==> src/rtl/vedic_pkg.sv <==
// Shared types and elaboration helpers for the iterative Vedic multiplier.
// The NEG state exists only when VEDIC_MULT_SIGNED_EN is defined.
package vedic_pkg;

`ifdef VEDIC_MULT_SIGNED_EN
  typedef enum logic [1:0] {IDLE, CALC, NEG, DONE} state_e;
`else
  typedef enum logic [1:0] {IDLE, CALC, DONE} state_e;
`endif

  // Chunk index width, never narrower than one bit
  function automatic int unsigned idx_width(input int unsigned n);
    return (n <= 1) ? 1 : $clog2(n);
  endfunction

  function automatic bit params_legal(input int unsigned dw, input int unsigned cw);
    return (cw >= 2) && ((cw & (cw - 1)) == 0) && (dw >= cw) && ((dw % cw) == 0);
  endfunction

endpackage

==> src/rtl/vedic_chunk_mul.sv <==
// Combinational CHUNK_WIDTH x CHUNK_WIDTH Urdhva-Tiryagbhyam multiplier:
// vertical/crosswise column sums, then carries resolved by the weighted add.
module vedic_chunk_mul
  import vedic_pkg::*;
#(
  parameter int CHUNK_WIDTH = 4
) (
  input  logic [CHUNK_WIDTH-1:0]   a_i,
  input  logic [CHUNK_WIDTH-1:0]   b_i,
  output logic [2*CHUNK_WIDTH-1:0] p_o
);

  localparam int PW = 2 * CHUNK_WIDTH;
  localparam int CW = $clog2(CHUNK_WIDTH) + 1;

  always_comb begin
    logic [CW-1:0] col [PW-1];
    for (int unsigned k = 0; k < PW - 1; k++) col[k] = '0;
    for (int unsigned i = 0; i < CHUNK_WIDTH; i++) begin
      for (int unsigned j = 0; j < CHUNK_WIDTH; j++) begin
        col[i+j] = col[i+j] + CW'(a_i[i] & b_i[j]);
      end
    end
    p_o = '0;
    for (int unsigned k = 0; k < PW - 1; k++) begin
      p_o = p_o + (PW'(col[k]) << k);
    end
  end

endmodule

==> src/rtl/vedic_mult_seq.sv <==
// Iterative Vedic multiplier: one chunk product per cycle, accumulated over N*N steps.
// Optional two's-complement mode via VEDIC_MULT_SIGNED_EN (adds inSigned port and NEG state).
module vedic_mult_seq
  import vedic_pkg::*;
#(
  parameter int DATA_WIDTH  = 16,
  parameter int CHUNK_WIDTH = 4
) (
  input  logic                    clk,
  input  logic                    rst,
  input  logic                    in_valid,
  output logic                    in_ready,
  input  logic [DATA_WIDTH-1:0]   inData_A,
  input  logic [DATA_WIDTH-1:0]   inData_B,
`ifdef VEDIC_MULT_SIGNED_EN
  input  logic                    inSigned,
`endif
  output logic                    out_valid,
  input  logic                    out_ready,
  output logic [2*DATA_WIDTH-1:0] outData_C,
  output logic                    busy
);

  localparam int N  = DATA_WIDTH / CHUNK_WIDTH;
  localparam int IW = int'(idx_width(N));
  localparam int PW = 2 * DATA_WIDTH;
  localparam logic [IW-1:0] LAST = IW'(N - 1);

  if (!params_legal(DATA_WIDTH, CHUNK_WIDTH)) begin : g_bad_params
    $error("vedic_mult_seq: DATA_WIDTH must be a multiple of a power-of-two CHUNK_WIDTH >= 2");
  end

  state_e                 state_q, state_d;
  logic [DATA_WIDTH-1:0]  a_q, a_d, b_q, b_d;
  logic [PW-1:0]          acc_q, acc_d, c_q, c_d;
  logic [IW-1:0]          i_q, i_d, j_q, j_d;
`ifdef VEDIC_MULT_SIGNED_EN
  logic                   sgn_q, sgn_d, neg_q, neg_d;

  function automatic logic [DATA_WIDTH-1:0] mag(input logic [DATA_WIDTH-1:0] v);
    return v[DATA_WIDTH-1] ? -v : v;
  endfunction
`endif

  logic [CHUNK_WIDTH-1:0]   a_chunk, b_chunk;
  logic [2*CHUNK_WIDTH-1:0] pp;
  logic [31:0]              shamt;
  logic [PW-1:0]            pp_ext;

  assign a_chunk = a_q[i_q*CHUNK_WIDTH +: CHUNK_WIDTH];
  assign b_chunk = b_q[j_q*CHUNK_WIDTH +: CHUNK_WIDTH];
  // i+j can exceed the index width, so the shift is formed at 32 bits
  assign shamt   = (32'(i_q) + 32'(j_q)) * 32'(CHUNK_WIDTH);
  assign pp_ext  = PW'(pp) << shamt;

  vedic_chunk_mul #(.CHUNK_WIDTH(CHUNK_WIDTH)) u_chunk (
    .a_i(a_chunk),
    .b_i(b_chunk),
    .p_o(pp)
  );

  always_comb begin
    state_d   = state_q;
    a_d       = a_q;
    b_d       = b_q;
    acc_d     = acc_q;
    c_d       = c_q;
    i_d       = i_q;
    j_d       = j_q;
`ifdef VEDIC_MULT_SIGNED_EN
    sgn_d     = sgn_q;
    neg_d     = neg_q;
`endif
    in_ready  = 1'b0;
    out_valid = 1'b0;
    busy      = 1'b0;
    unique case (state_q)
      IDLE: begin
        in_ready = 1'b1;
        if (in_valid) begin
          a_d     = inData_A;
          b_d     = inData_B;
`ifdef VEDIC_MULT_SIGNED_EN
          sgn_d   = inSigned;
          neg_d   = inSigned & (inData_A[DATA_WIDTH-1] ^ inData_B[DATA_WIDTH-1]);
          if (inSigned) begin
            a_d = mag(inData_A);
            b_d = mag(inData_B);
          end
`endif
          acc_d   = '0;
          i_d     = '0;
          j_d     = '0;
          state_d = CALC;
        end
      end
      CALC: begin
        busy  = 1'b1;
        acc_d = acc_q + pp_ext;
        if (j_q == LAST) begin
          j_d = '0;
          i_d = i_q + IW'(1);
        end else begin
          j_d = j_q + IW'(1);
        end
        if (i_q == LAST && j_q == LAST) begin
          i_d = '0;
`ifdef VEDIC_MULT_SIGNED_EN
          if (sgn_q) begin
            state_d = NEG;
          end else begin
            c_d     = acc_d;
            state_d = DONE;
          end
`else
          c_d     = acc_d;
          state_d = DONE;
`endif
        end
      end
`ifdef VEDIC_MULT_SIGNED_EN
      NEG: begin
        busy = 1'b1;
        if (neg_q) acc_d = -acc_q;
        c_d     = acc_d;
        state_d = DONE;
      end
`endif
      DONE: begin
        busy      = 1'b1;
        out_valid = 1'b1;
        if (out_ready) state_d = IDLE;
      end
      default: state_d = IDLE;
    endcase
  end

  always_ff @(posedge clk) begin
    if (rst) begin
      state_q <= IDLE;
      a_q     <= '0;
      b_q     <= '0;
      acc_q   <= '0;
      c_q     <= '0;
      i_q     <= '0;
      j_q     <= '0;
`ifdef VEDIC_MULT_SIGNED_EN
      sgn_q   <= 1'b0;
      neg_q   <= 1'b0;
`endif
    end else begin
      state_q <= state_d;
      a_q     <= a_d;
      b_q     <= b_d;
      acc_q   <= acc_d;
      c_q     <= c_d;
      i_q     <= i_d;
      j_q     <= j_d;
`ifdef VEDIC_MULT_SIGNED_EN
      sgn_q   <= sgn_d;
      neg_q   <= neg_d;
`endif
    end
  end

  assign outData_C = c_q;

endmodule

==> config.mk <==
export PLATFORM = sky130hd
export DESIGN_NAME = vedic_mult_seq
export DESIGN_NICKNAME = d
export VERILOG_FILES = /design/src/rtl/vedic_pkg.sv /design/src/rtl/vedic_chunk_mul.sv /design/src/rtl/vedic_mult_seq.sv
export SDC_FILE = /design/constraint.sdc
export NUM_CORES = 1
export LEC_CHECK = 0
export BUFFER_PORTS_ARGS = -buffer_cell sky130_fd_sc_hd__buf_2
export CAP_MARGIN = 20
export CORE_ASPECT_RATIO = 1.5
export CORE_MARGIN = 4
export CORE_UTILIZATION = 50
export CTS_CLUSTER_SIZE = 14
export DETAILED_ROUTE_END_ITERATION = 10
export PLACE_DENSITY = 0.7
export SLEW_MARGIN = 20
export SYNTH_ARGS = -nofsm -noshare
export SYNTH_HDL_FRONTEND = slang
export SYNTH_HIERARCHICAL = 1
export SYNTH_SLANG_ARGS = --single-unit
export TNS_END_PERCENT = 30
==> constraint.sdc <==
create_clock -name clk -period 18.2 [get_ports clk]
set_input_delay 1.82 -clock clk [delete_from_list [all_inputs] [get_ports clk]]
set_output_delay 1.82 -clock clk [all_outputs]
set_load 0.05 [all_outputs]
==> metrics.md, run 1 <==
| Metric | Value |
|---|---|
| Outcome | complete, no violations |
| Clock Pin Slew Worst Setup and Hold Paths | about 70 ps |
| RSZ-0062 raised after global routing | false |
| Avg WL per Cell | 16.0 um |
| Worst r2r src | i_q[0] |
| Crit path max fanout | 8 |
| Root Buffer Master | clkbuf_16 |
| Slew @ Worst Pin | about 1000 ps |
| Critical Path Sink | outData_C[29] |
| Reg-to-reg slack, setup | 11610 ps |
| Worst skew pair latency | 350 ps |
| Largest net degree at the start of global routing | 82 |
| Die width | slightly below 100 um |
| Diodes inserted | 0 |
| Total number of vias | around 5400 |
| Commonest register cell after synthesis | dfxtp_1 |
| Asr flop ratio synth | 0% |
| First drt pass iteration count | 5 |
| DR iter-0 viols | 312 |
| Clk sinks | 102 |
| Power, Total | 0.000500 W |
| Synthesized cell area | 6130 um^2 |
| Vias per inst | 5.77 |
| Max-Cap Viols | 0 |
| Hold Vio Cnt, Final | 0 |
| Io pins | 71 |
| Routed wire length | 15.1 mm |
| Num CTS Buffers | 9 |
| Hold WC Path Type | flip-flop to flip-flop |
| Max-slew headroom at the worst pin | 33.1% |
| Post-synth EDFFs | 0 |
| Metal3 WL | approximately 630 um |
| Initial antenna violation count | 0 |
| Register area share after synthesis | 33.3% |
| Layout filler cell count | between 1000 and 1500 |
| Area Growth Syn to Fin | 11.5% |
| WL met1 | 6.21 mm |
| Reg-to-Reg End | outData_C[29] |
| Initial Util | between 50 and 60% |
| DIE AREA | between 10000 and 15000 um^2 |
| CTS tree | built |
| Number of global-route vias before repair | around 5500 |
| CTS Hold Bufs | 0 |
| ANT nets after route | 0 |
| Die Y | 144 um |
| Core ar. | 12000 um^2 |
| Top Layer Used | met4 |
| GRT overflow | 0 |
| Net count, final | slightly below 900 |
| Yosys reg bits | just over 100 |
| Port bufs | 70 |
| Layout cell share with drive strength beyond 1 | 14.2% |
| Post-synthesis cell type count | 58 |
| Critical path class | flip-flop to flip-flop |
| Pleak | 3.05 nW |
| Final period util | between 30 and 40% |
| Slew Limit Fails | 0 |
| Most common cell after layout, fill and taps aside | nand2_1 |
| Worst reg2reg path depth | 22 |
| CTS resizes | 0 |
| Setup bufs post-CTS | 0 |
| Crit. Startpoint | i_q[0] |
| Power density over cell area | 73.0 nW/um^2 |
| Arrival time worst endpoint | 6860 ps |
| Worst Setup End Kind | flip-flop |
| CP required | ~18000 ps |
| Startpoint types | flip-flop |
| Row cnt | 49 |
| Yosys warning count | 6 |
| Minimum clock period | 6590 ps |
| Cells after Synth | 745 |
| Deepest level of the CTS H-tree | 3 |
| # setup viols final | 0 |
| WL met2 | 7.80 mm |
| Final GP Congestion | 0.909 |
| Worst IR Drop VDD | roughly 0.048 mV |
| Skew final | 8.66 ps |
| Syn Nets | 837 |
| DRC Markers | 0 |
| Total Routing Usage GR | 22.2% |
| Avg Inst Size Synth | between 8 and 9 um^2 |
| First-pass GRT wire length | 26.0 mm |
| Max Buffers Root-to-Sink | 2 |
| TNS Setup | 0 ps |
| Detailed placement HPWL | 11.4 mm |
| Most frequent cells in the layout | nand2_1 (145), dfxtp_1 (102), a21oi_1 (83) |
| Fmax | 0.152 GHz |
-- registers in the layout, indices dropped and copies added, names as in the netlist --
signal and cells:
acc_q 32, state_q 2, j_q 2, a_q 16
i_q 2, outData_C 32, b_q 16
-- cell families after synthesis --
family,count (synthesis),synth area share [%]
simple gates,281,20.6
compound gates,196,21.6
flops,102,33.3
buf+inv,67,4.16
fa+ha+maj,56,12.4
xor+xnor,31,4.43
mux,12,3.59
-- critical path, stage by stage, from the launching register on --
cell,delay [ps]
dfxtp_1,560
mux4_2,610
and2_1,200
fa_1,470
ha_1,190
ha_1,200
fa_1,550
ha_1,170
inv_1,60
fa_1,400
xnor2_1,180
mux2i_1,350
nor2_1,120
ha_1,400
a21oi_1,100
o21ai_0,220
nand2_1,100
o21ai_1,180
a211oi_2,190
o41ai_2,550
o41ai_2,150
or4_1,480
o211ai_1,100
-- per-layer routing --
metal  vias up  GRT usage (%)
li1       2704              -
met1      2538           26.3
met2       160           39.9
met3        42           3.45
met4         0           9.28
met5         -              0
-- worst min-delay path by stage --
| stage | slack [ps] | endpoint | cells past startpoint | start |
|---|---|---|---|---|
| CTS | 450 | a_q[13] | 2 | a_q[13] |
| floorplan | 430 | acc_q[30] | 2 | acc_q[30] |
| global placement | 440 | acc_q[30] | 2 | acc_q[30] |
| global route | 470 | outData_C[17] | 2 | outData_C[17] |
| finish | 450 | outData_C[26] | 2 | outData_C[26] |
| detailed placement | 440 | a_q[13] | 2 | a_q[13] |
-- where the power goes --
group	switching, W	leakage [nW]	internal (W)
clock network	0.0000882	0.147	0.000112
registers	0.00000485	0.827	0.000231
logic	0.0000436	2.08	0.0000200
-- metrics by stage --
step                      instance area [um^2]  hold WS, ps  util, %  setup slack [ps]  instances
after floorplan                           6130          431        -             12180        745
after global placement                    6530          438     54.4             11820        927
after detailed placement                  6530          444     54.4             11640        927
after CTS                                 6840          454     56.9             11620        943
after global routing                      6840          467     56.9             11250        943
final                                     6840          452     56.9             11610        943
-- synth_stat cells (all sizes together) (4+ instances only) --
library cell | number | area, um^2
nand2 | 145 | 544
dfxtp | 102 | 2040
a21oi | 85 | 433
nor2 | 55 | 206
ha | 48 | 601
clkbuf | 37 | 139
inv | 22 | 82.6
a21o | 20 | 150
a22oi | 18 | 135
and2 | 18 | 113
a22o | 17 | 149
o21ai | 17 | 85.1
xnor2 | 17 | 149
xor2 | 14 | 123
nand3 | 12 | 60.1
nor3 | 9 | 45.0
buf | 8 | 33.8
fa | 8 | 160
mux4 | 8 | 180
nand4 | 8 | 50.1
a31oi | 6 | 52.6
and3 | 6 | 37.5
nor2b | 6 | 37.5
a211oi | 5 | 42.5
nand2b | 5 | 31.3
and4 | 4 | 35.0
mux2i | 4 | 40.0
o211ai | 4 | 30.0
o21bai | 4 | 30.0
or4 | 4 | 30.0
-- layout make-up --
type | instances | area (um^2) | share of cell area (%)
clock inverter | 5 | 63.8 | 0.933
tap | 153 | 191 | 2.80
inverter | 22 | 82.6 | 1.21
timing repair buffer | 74 | 380 | 5.56
clock buffer | 11 | 243 | 3.55
multi-input combinational | 576 | 3840 | 56.1
sequential | 102 | 2040 | 29.8
No activity file was read; power rests on OpenSTA's default activity.
==> run 2: changes to the inputs <==
Clock period 18.2 ns to 6.4 ns, I/O delays scaled along.
==> metrics.md, run 2 (same netlist as run 1, synthesis figures left out) <==
| Metric | Value |
|---|---|
| Outcome | complete, no violations |
| Hold WC Path Type | flip-flop to flip-flop |
| Core ar. | around 12000 um^2 |
| Crit path top cell by count | ha_1 |
| Die Y | 144 um |
| Pleak | 3.11 nW |
| Layout Utilization | 58.0% |
| Arrival time worst endpoint | 6460 ps |
| Switching portion of total power | 27.8% |
| Most frequent cells in the layout | nand2_1 (145), dfxtp_1 (100), a21oi_1 (83) |
| Hold Vio Cnt, Final | 0 |
| Place WS | -111 ps |
| CP required | around 6700 ps |
| Critical path class | flip-flop to flip-flop |
| DR iter-0 viols | around 250 |
| # setup viols final | 0 |
| Initial antenna violation count | 0 |
| Io pins | 71 |
| Layout cell share with drive strength beyond 1 | 16.9% |
| Comb power frac | 13.6% |
| Slew @ Worst Pin | between 900 and 1000 ps |
| Worst Setup End Kind | flip-flop |
| Power, Total | between 0.001 and 0.0015 W |
| Final GP Congestion | roughly 0.93 |
| Clock Pin Slew Worst Setup and Hold Paths | ~70 ps |
| ANT nets after route | 0 |
| Port bufs | 70 |
| Total number of vias | 5407 |
| Max-slew headroom at the worst pin | 37.0% |
| Root Buffer Master | clkbuf_16 |
| Minimum clock period | ~6200 ps |
| Dpl cell area | 6550 um^2 |
| DRC Markers | 0 |
| Clk sinks | 102 |
| Vias per inst | 5.68 |
| CTS tree | built |
| Final instance area | 6970 um^2 |
| Worst skew pair latency | 350 ps |
| Worst path bufs/invs | 2 |
| Row cnt | a little under 50 |
| Critical-path top delay cell | mux4_2 |
| Total Routing Usage GR | 21.6% |
| Detailed placement HPWL | between 10 and 15 mm |
| Net count, final | 886 |
| Largest delay share family, worst path | adder cells |
| Critical-path cell list | mux4_2 > and2_1 > fa_1 > ha_1 > ha_1 > fa_1 > ha_1 > inv_1 > fa_1 > inv_1 > mux2i_4 > nor2_1 > ha_1 > and3_1 > a221oi_2 > or3_4 > a31oi_4 > a41oi_4 > o221ai_4 > a21oi_2 > or4_1 > nand3_1 |
| Deepest level of the CTS H-tree | 3 |
| Most common cell after layout, fill and taps aside | nand2_1 |
| Die width | 98.4 um |
| Internal power | around 0.00098 W |
| Worst IR Drop VDD | 0.136 mV |
| Fmax | between 0.15 and 0.2 GHz |
| Area Growth Syn to Fin | 13.6% |
| Power density over cell area | a little under 200 nW/um^2 |
| Switching Power | 0.000378 W |
| Clock Power Share | 37.1% |
| Routed wire length | 15.2 mm |
| Diodes inserted | 0 |
| Number of global-route vias before repair | about 5500 |
| Num CTS Buffers | 9 |
| Max-Cap Viols | 0 |
| Crit path max fanout | 8 |
| TNS Setup | 0 ps |
| Slew Limit Fails | 0 |
| DIE AREA | ~14000 um^2 |
| Skew final | 7.86 ps |
| Seq pwr share | around half |
| Max Buffers Root-to-Sink | 2 |
| GRT overflow | 0 |
| First drt pass iteration count | 4 |
| First-pass GRT wire length | 25.2 mm |
| Initial Util | 51.1% |
| PnR worst setup slack | 230 ps |
| Worst path max stage delay | 570 ps |
| Final period util | a little under 100% |
| Largest net degree at the start of global routing | about 80 |
| Startpoint types | flip-flop |
| Avg WL per Cell | 16.0 um |
run 2: cell count changes in the layout (fill, tap and decap cells not counted), moves of 3 or more:
cell / change
ha_1: -5
ha_2: +5
buf_4: +9
mux2i_1: -3
run 2: power groups by stage:
| stage | Sequential, W | Combinational, W | Clock [W] |
|---|---|---|---|
| after detailed placement | 0.000686 | 0.000182 | 0 |
| after CTS | 0.000671 | 0.000182 | 0.000515 |
| final | 0.000670 | 0.000184 | 0.000503 |
| after global routing | 0.000672 | 0.000207 | 0.000540 |
| after global placement | 0.000685 | 0.000177 | 0 |
| after floorplan | 0.000680 | 0.000136 | 0 |
run 2: worst paths after layout:
check | from | to | slack, ps | depth (start not counted)
worst min-delay path | outData_C[17] | outData_C[17] | 450 | 2
worst max register to register | i_q[0] | outData_C[28] | 230 | 22
worst min register to register | outData_C[17] | outData_C[17] | 450 | 2
worst max-delay path | i_q[0] | outData_C[28] | 230 | 22
run 2: per-stage QoR:
stage | hold WS [ps] | instances
floorplan | 431 | 745
global placement | 439 | 929
detailed placement | 443 | 929
CTS | 452 | 945
global route | 470 | 952
finish | 451 | 952
run 2: per-layer routing:
metal | GRT usage [%] | wire, um
met5 | 0 | 0
met4 | 10.4 | 636
met3 | 3.25 | 621
met2 | 39.6 | 7740
met1 | 24.3 | 6230
run 2: layout make-up:
cell class,count,area [um^2]
clock buffers,11,233
repair buffers,83,448
flip-flops and latches,102,2050
inverters,22,82.6
multi-input cells,576,3930
well taps,153,191
clock inverters,5,35.0
fillers,1156,5040
run 2: tightest hold or removal path, cell delays in order, from the launching register on:
cell and delay (ps):
dfxtp_1 310, nand2_1 50, a21oi_1 50
run 2: repair_timing:
| action | 4_1_cts | 5_1_grt |
|---|---|---|
| buffers inserted | 0 | 7 |
| pin swaps | 0 | 5 |
| endpoints found under the hold margin | 0 | 0 |
| endpoints found under the setup margin | 5 | 18 |
| hold buffers | 0 | 0 |
| resized for setup | 4 | 18 |
==> run 3: changes to the inputs <==
Settings changed: REMOVE_ABC_BUFFERS set to 1.
==> metrics.md, run 3 (same netlist as run 1, synthesis figures left out) <==
| Metric | Value |
|---|---|
| Layout cell share with drive strength beyond 1 | 18.6% |
| Area Growth Syn to Fin | 15.8% |
| DRC Markers | 0 |
| Hold depth | 2 |
| Reg-to-reg slack, setup | 150 ps |
| Max-slew headroom at the worst pin | 36.4% |
| Initial antenna violation count | 0 |
| Seq pwr share | 47.0% |
| Initial Util | 51.1% |
| Skew final | 8.67 ps |
| Most frequent cells in the layout | nand2_1 (145), dfxtp_1 (101), a21oi_1 (81) |
| Hold Vio Cnt, Final | 0 |
| Num CTS Buffers | 9 |
| Final GP Congestion | 0.932 |
| Internal power | roughly 0.0010 W |
| Crit path max fanout | 4 |
| Die width | 98.4 um |
| Minimum clock period | between 6000 and 7000 ps |
| CTS Hold Bufs | 0 |
| Clock Pin Slew Worst Setup and Hold Paths | approximately 70 ps |
| Slew Limit Fails | 0 |
| Deepest level of the CTS H-tree | 3 |
| Root Buffer Master | clkbuf_16 |
| Slew @ Worst Pin | 952 ps |
| Diodes inserted | 0 |
| Layout filler cell count | about 1100 |
| Avg WL per Cell | between 15 and 20 um |
| ANT nets after route | 0 |
| DIE AREA | around 14000 um^2 |
| Port bufs | 70 |
| DP Cell Count | roughly 940 |
| Die Y | 144 um |
| Worst IR Drop VDD | about 0.15 mV |
| Critical path class | flip-flop to flip-flop |
| Power, Total | approximately 0.0014 W |
| Hold Path End | outData_C[20] |
| Detailed placement HPWL | roughly 12 mm |
| Hold WC Path Type | flip-flop to flip-flop |
| First drt pass iteration count | 5 |
| # setup viols final | 0 |
| Worst Setup End Kind | flip-flop |
| Power density over cell area | 201 nW/um^2 |
| Reg-to-Reg End | outData_C[24] |
| DR iter-0 viols | 239 |
| Vias per inst | 5.80 |
| Worst r2r src | i_q[0] |
| Arrival time worst endpoint | roughly 6500 ps |
| Dpl cell area | 6640 um^2 |
| Clk sinks | 102 |
| Core ar. | 12000 um^2 |
| Most common cell after layout, fill and taps aside | nand2_1 |
| Worst skew pair latency | 350 ps |
| Max-Cap Viols | 0 |
| Net count, final | 901 |
| Io pins | 71 |
| Switching Power | 0.000384 W |
| Fmax | 0.160 GHz |
| Total number of vias | roughly 5600 |
| First-pass GRT wire length | ~27 mm |
| Post-Layout Cell Count | 966 |
| Routed wire length | 16.3 mm |
| Clock Power Share | a little under 40% |
| Hold path startpoint | outData_C[20] |
| Comb power frac | 13.4% |
| Worst reg2reg path depth | 25 |
| CP required | 6640 ps |
| Pleak | 3.19 nW |
| Number of global-route vias before repair | 5611 |
| Final period util | 97.6% |
| RSZ-0062 raised after global routing | true |
| Largest net degree at the start of global routing | 43 |
| Row cnt | 49 |
| Max Buffers Root-to-Sink | 2 |
| CTS tree | built |
| Switching portion of total power | 26.9% |
| Outcome | complete, no violations |
| Final instance area | 7110 um^2 |
| GRT overflow | 0 |
| Total Routing Usage GR | between 20% and 30% |
| Startpoint types | flip-flop |
==> run 3: stage by stage <==
step	setup WS (ps)	setup TNS [ps]	util, %	hold slack, ps
2_1_floorplan	508	0	-	427
3_3_place_gp	220	0	55.2	439
3_5_place_dp	-9.29	-9.29	55.2	443
4_1_cts	66.9	0	57.8	453
5_1_grt	-90.7	-346	59.1	467
6_report	155	0	59.1	450
==> run 3: what timing repair did <==
action                                  4_1_cts  5_1_grt
endpoints found under the setup margin        1       19
resized for setup                             1       17
pin swaps                                     0        7
setup buffers                                 0       10
==> run 3: worst max-delay path by stage <==
stage | startpoint | to | slack, ps | cells after the start
after floorplan | i_q[0] | outData_C[28] | 510 | 22
after global placement | j_q[1] | outData_C[29] | 220 | 23
after detailed placement | j_q[1] | outData_C[29] | -9 | 23
after CTS | i_q[0] | outData_C[29] | 70 | 24
after global routing | i_q[0] | outData_C[30] | -90 | 26
final | i_q[0] | outData_C[24] | 150 | 25
==> run 3: per-layer routing <==
layer / up-vias / global-route usage [%] / part of all wire (%)
met2: 153 / 44.4 / 55
met5: - / 0 / 0
met4: 0 / 10.4 / 3.4
met3: 46 / 3.30 / 3.9
met1: 2661 / 24.8 / 38
li1: 2743 / - / -
==> run 3: power groups by stage <==
| stage | Sequential, W | Combinational (W) | Clock [W] |
|---|---|---|---|
| final | 0.000670 | 0.000191 | 0.000566 |
| after global routing | 0.000673 | 0.000212 | 0.000601 |
| after global placement | 0.000683 | 0.000179 | 0 |
| after detailed placement | 0.000685 | 0.000185 | 0 |
| after CTS | 0.000670 | 0.000186 | 0.000576 |
| after floorplan | 0.000680 | 0.000122 | 0 |
==> run 3: final cells by class <==
cell class / count / area, um^2 / area share (%)
multi-input combinational: 576 / 3910 / 55.0
clock inverter: 4 / 53.8 / 0.757
tap: 153 / 191 / 2.69
sequential: 102 / 2040 / 28.8
timing repair buffer: 98 / 573 / 8.06
inverter: 22 / 82.6 / 1.16
clock buffer: 11 / 253 / 3.56
==> run 3: worst max-delay path, stage by stage, from the launching register on <==
cell	delay, ps
dfxtp_1	330
buf_4	130
mux4_2	560
buf_4	160
and2_1	140
fa_1	450
ha_1	200
ha_1	200
fa_1	540
ha_1	160
inv_1	50
fa_1	470
inv_1	80
mux2i_4	180
nor2_1	70
ha_1	350
and3_1	220
a221oi_2	400
or3_4	230
a31oi_4	110
a41oi_2	230
o221ai_2	170
buf_4	160
a21o_1	180
xor2_1	150
a31o_1	210
